$ cat src/rtl/clk_div_sched.sv
// Programmable multi-channel clock divider with a valid/ready config port.
// Reconfiguring a running channel is deferred to its falling boundary so no runt pulses appear.

module clk_div_lane #(
  parameter int CNT_W = 8
) (
  input  logic             clk,
  input  logic             rst,
  input  logic             i_load,
  input  logic [CNT_W-1:0] i_load_hp,
  input  logic             i_load_en,
  output logic             o_clk,
  output logic             o_tick,
  output logic             o_en,
  output logic             o_fall
);
  localparam logic [CNT_W-1:0] ONE = CNT_W'(1);

  logic [CNT_W-1:0] r_hp, r_cnt;
  logic             r_en, r_clk, r_tick;
  logic             w_wrap;

  assign w_wrap = (r_cnt == r_hp - ONE);

  always_ff @(posedge clk) begin
    if (rst) begin
      r_en   <= 1'b0;
      r_hp   <= ONE;
      r_cnt  <= '0;
      r_clk  <= 1'b0;
      r_tick <= 1'b0;
    end else if (i_load) begin
      // a load also acts as the normal fall when it lands on the boundary
      r_en   <= i_load_en;
      r_hp   <= i_load_hp;
      r_cnt  <= '0;
      r_clk  <= 1'b0;
      r_tick <= 1'b0;
    end else if (r_en) begin
      if (w_wrap) begin
        r_cnt  <= '0;
        r_clk  <= ~r_clk;
        r_tick <= ~r_clk;
      end else begin
        r_cnt  <= r_cnt + ONE;
        r_tick <= 1'b0;
      end
    end else begin
      r_cnt  <= '0;
      r_clk  <= 1'b0;
      r_tick <= 1'b0;
    end
  end

  assign o_clk  = r_clk;
  assign o_tick = r_tick;
  assign o_en   = r_en;
  assign o_fall = r_en && r_clk && w_wrap;
endmodule

module clk_div_sched #(
  parameter int NUM_CH = 3,
  parameter int CNT_W  = 8,
  parameter int CH_W   = (NUM_CH > 1) ? $clog2(NUM_CH) : 1
) (
  input  logic              clk,
  input  logic              rst,
  input  logic              cfg_valid,
  output logic              cfg_ready,
  input  logic [CH_W-1:0]   cfg_ch,
  input  logic [CNT_W-1:0]  cfg_half_period,
  input  logic              cfg_en,
  output logic              cfg_err,
  output logic [NUM_CH-1:0] div_clk,
  output logic [NUM_CH-1:0] div_tick,
  output logic              busy
);
  localparam logic [1:0]       S_IDLE  = 2'd0;
  localparam logic [1:0]       S_APPLY = 2'd1;
  localparam logic [1:0]       S_WAIT  = 2'd2;
  localparam logic [CNT_W-1:0] ONE     = CNT_W'(1);
  localparam logic [CH_W:0]    LP_NCH  = (CH_W+1)'(NUM_CH);
  localparam int               PAD_N   = 1 << CH_W;

  logic [1:0]       r_state;
  logic [CH_W-1:0]  r_pch;
  logic [CNT_W-1:0] r_php;
  logic             r_pen;
  logic             r_err;

  logic [NUM_CH-1:0] w_en, w_fall, w_load;
  logic [PAD_N-1:0]  w_en_pad, w_fall_pad;
  logic              w_accept, w_bad, w_pend_fall;
  logic [CNT_W-1:0]  w_hp_in;

  assign cfg_ready = (r_state == S_IDLE) && !rst;
  assign busy      = (r_state != S_IDLE);
  assign cfg_err   = r_err;
  assign w_accept  = cfg_valid && cfg_ready;
  assign w_bad     = ({1'b0, cfg_ch} >= LP_NCH);
  assign w_hp_in   = (cfg_half_period == '0) ? ONE : cfg_half_period;

  // pad per-channel vectors to the full select range so any cfg_ch indexes safely
  always_comb begin
    w_en_pad                = '0;
    w_fall_pad              = '0;
    w_en_pad[NUM_CH-1:0]    = w_en;
    w_fall_pad[NUM_CH-1:0]  = w_fall;
  end
  assign w_pend_fall = w_fall_pad[r_pch];

  always_ff @(posedge clk) begin
    if (rst) begin
      r_state <= S_IDLE;
      r_pch   <= '0;
      r_php   <= ONE;
      r_pen   <= 1'b0;
      r_err   <= 1'b0;
    end else begin
      r_err <= w_accept && w_bad;
      case (r_state)
        S_IDLE: if (w_accept && !w_bad) begin
          r_pch   <= cfg_ch;
          r_php   <= w_hp_in;
          r_pen   <= cfg_en;
          r_state <= w_en_pad[cfg_ch] ? S_WAIT : S_APPLY;
        end
        S_APPLY: r_state <= S_IDLE;
        S_WAIT:  if (w_pend_fall) r_state <= S_IDLE;
        default: r_state <= S_IDLE;
      endcase
    end
  end

  for (genvar i = 0; i < NUM_CH; i++) begin : g_lane
    assign w_load[i] = (r_pch == CH_W'(i)) &&
                       ((r_state == S_APPLY) || ((r_state == S_WAIT) && w_fall[i]));
    clk_div_lane #(.CNT_W(CNT_W)) u_lane (
      .clk       (clk),
      .rst       (rst),
      .i_load    (w_load[i]),
      .i_load_hp (r_php),
      .i_load_en (r_pen),
      .o_clk     (div_clk[i]),
      .o_tick    (div_tick[i]),
      .o_en      (w_en[i]),
      .o_fall    (w_fall[i])
    );
  end
endmodule

$ cat config.mk
export PLATFORM = sky130hd
export DESIGN_NAME = clk_div_sched
export DESIGN_NICKNAME = d
export VERILOG_FILES = /design/src/rtl/clk_div_sched.sv
export SDC_FILE = /design/constraint.sdc
export NUM_CORES = 1
export LEC_CHECK = 0
export ABC_AREA = 1
export CORE_MARGIN = 2
export CORE_UTILIZATION = 46
export CTS_CLUSTER_SIZE = 8
export DETAILED_ROUTE_END_ITERATION = 7
export HOLD_SLACK_MARGIN = 0.08
export PLACE_DENSITY = 0.71
export SLEW_MARGIN = 20
export SYNTH_ARGS = -nofsm -noshare
export SYNTH_HDL_FRONTEND = slang
export SYNTH_SLANG_ARGS = --single-unit
$ cat constraint.sdc
create_clock -name clk -period 2.8 [get_ports clk]
set_clock_uncertainty 0.1 [all_clocks]
set_input_delay 0.42 -clock clk [delete_from_list [all_inputs] [get_ports clk]]
set_output_delay 0.42 -clock clk [all_outputs]
set_load 0.01 [all_outputs]
==> qor.yml <==
power:
  fin_total_pwr_mw: 2.14
  p_per_area_nw_per_um2: 485
  ir_worst_vdd_uv: 257
  p_leak_nw: 2.05
critical_path:
  worstPathRequired_ns: 2.92
  cp-start-kind: "flip-flop"
  worstPathArrival_ns: 2.43
  end_kind: "flip-flop"
  worstSetupPathType: "reg2reg"
  crit_fanout: 18
sta:
  min_period_over_period_pct: 82.5
  tightest_slew_ns: 1.06
  setup_viol: 0
  worst_hold_slack_ns: 0.368
  tns_ns: 0
  setup_ws_ns: 0.490
  hold_viol: 0
  slew_violations: 0
  fmax_ghz: 0.433
  slew-limit-headroom_pct: 28.8
  rsz0062_at_grt: "false"
  fin_crit_ns: 2.31
place:
  io_buffers: 22
  gp_congestion: 0.863
  pre_cts_ws_ns: 0.483
  dp_hpwl_um: 6410
routing:
  wl_per_cell_um: 12.0
  firstDrtPassIters: 4
  vias_per_cell: 4.97
  drt_iter0_drc: 196
  ant_nets: 0
  vias: 3557
  wirelength_um: 8560
  drt_drc_violations_left: 0
floorplanning:
  num_rows: 33
  floorplan.die_area_sq_um: 9350
  dieWidth_um: 96.7
  start_util_pct: 47.9
  core-area_sq_um: 8260
  num_io_pins: 23
  die_h_um: 96.7
hold_path:
  hold_class: "reg2reg"
cts:
  numClockSinks: 71
  clock_path_buffers: 2
  ctsResizeCount: 0
  cts_buffers: 9
  cts_root_buffer: "clkbuf_8"
  clkTransAtPathRegs_ns: 0.08
  cts_tree: "done"
  cts_hold_buf: 0
  htreeDepth: 3
  clk_latency_ns: 0.34
  postCtsSetupBuffers: 0
synth:
  synth-xor-area-share_pct: 6.20
  ys_top_cells_by_count: "nand2_1 (137), nor2_1 (85), dfxtp_1 (71), inv_1 (65), nand3_1 (64)"
  yosysTopAreaCell: "dfxtp_1"
  ys_types: 29
  synth_top_area_share_pct: 35.9
  synthAdderAreaFrac_pct: 1.90
  synth_fp_nets: 606
  synth_compound_area_share_pct: 6.04
  synthTopCellsByArea: "dfxtp_1 (36%), nand2_1 (13%), nand3_1 (8.1%)"
  avgSynthCellArea_sq_um: 6.75
  synth_most_common_cell: "nand2_1"
  synth_edf_count: 0
  async_flop_share_pct: 0
  synth_top_family_by_area: "simple AND/OR/NAND/NOR gates"
  ys.flop_type: "dfxtp_1"
  yosysWarningCount: 0
  synth.mux.area_fraction_pct: 0
  syn_area_sq_um: 3950
  yosysSeqAreaShare_pct: 35.9
  synth-simple-area-share_pct: 39.8
  synth_cells: 586
  synth_seq_cells: 71
final_layout:
  areaGrowthSynthToFinish_pct: 11.8
  seq_area_sq_um: 1420
  final_nets: 626
  final_layout_size_suffix_gt1_share_pct: 8.51
  diodes: 0
  fill_cells: 829
  multi_input_area_sq_um: 2130
global_routing:
  grt_pass1_wl_um: 14800
  grt_pass1_vias: 3387
  grt_use_total_pct: 19.0
  grt_max_degree: 25
  antenna_found_initial: 0
  overflow: 0
status:
  status: "finished clean"
run:
  drv_cap: 0
==> where the power goes <==
group | leakage (nW) | total [mW] | switching, mW | internal [mW]
sequential | 0.575 | 1.06 | 0.0282 | 1.03
clock | 0.103 | 0.830 | 0.394 | 0.437
combinational | 1.37 | 0.253 | 0.157 | 0.0958
total | 2.05 | 2.14 | 0.579 | 1.56
==> cells by family after synthesis <==
family                     Yosys count
and+or+nand+nor                    343
xor gates and xnor gates            28
DFF                                 71
adders and majority gates            6
AOI/OAI and AO/OA                   46
buffers and inverters               92
==> state kept, by name, indices dropped and copies added (netlist names), 2 cells and up <==
register and count:
g_lane.u_lane.o_tick 3, r_php 8, r_pch 2, r_state 2
g_lane.u_lane.o_en 3, g_lane.u_lane.r_cnt 24, g_lane.u_lane.r_hp 24, g_lane.u_lane.o_clk 3
==> stage by stage <==
step           cells  instance area (sq um)  utilization, %
2_1_floorplan    586                   3950               -
3_3_place_gp     700                   4220            51.1
3_5_place_dp     700                   4220            51.1
4_1_cts          716                   4420            53.5
5_1_grt          716                   4420            53.5
6_report         716                   4420            53.5
==> routing by layer <==
metal	track usage, %	part of all wire [%]
met5	0	0
met4	6.07	0.92
met3	4.48	4.2
met2	32.4	47
met1	23.6	48
==> critical path, cell delays in order (launching register included) <==
cell	delay, ns
dfxtp_1	0.45
inv_2	0.08
ha_1	0.30
inv_1	0.04
nand2_1	0.05
nand2_1	0.04
nor2_1	0.09
nand4_1	0.15
nor2_4	0.18
nand4_4	0.25
nand4_1	0.37
nor2_1	0.08
==> cell type report <==
cell class / instances / share of cell area [%]
clock inverter: 5 / 1.30
multi-input combinational: 423 / 48.3
tap: 105 / 2.97
clock buffer: 11 / 3.20
sequential: 71 / 32.1
inverter: 74 / 6.28
timing repair buffer: 27 / 5.83
==> final timing paths <==
check                           cells past startpoint                   endpoint                      from  slack [ns]
worst max register to register                     11  g_lane[0].u_lane.r_cnt[6]  g_lane[0].u_lane.r_hp[0]        0.49
worst max-delay path                               11  g_lane[0].u_lane.r_cnt[6]  g_lane[0].u_lane.r_hp[0]        0.49
worst min register to register                      2                      r_pen                     r_pen        0.37
worst min-delay path                                2                      r_pen                     r_pen        0.37
==> cell usage in the layout, fill, tap and decap left out, types with 2 or more instances in the layout <==
master	instances
xnor2_1	10
nor3_1	22
nand3_1	64
xor2_1	18
nand4_4	3
o21ai_0	15
inv_1	65
nor2_1	85
clkinv_4	2
o31ai_1	2
nand3_2	2
buf_4	5
inv_2	9
ha_1	6
a21oi_1	28
nand2_1	137
nor2_2	6
nand4_1	6
clkinv_2	2
clkbuf_8	10
dfxtp_1	71
nor3b_1	3
nor2_4	7
clkdlybuf4s50_1	22
nand2_2	5
(Power assumes the default switching activity.)
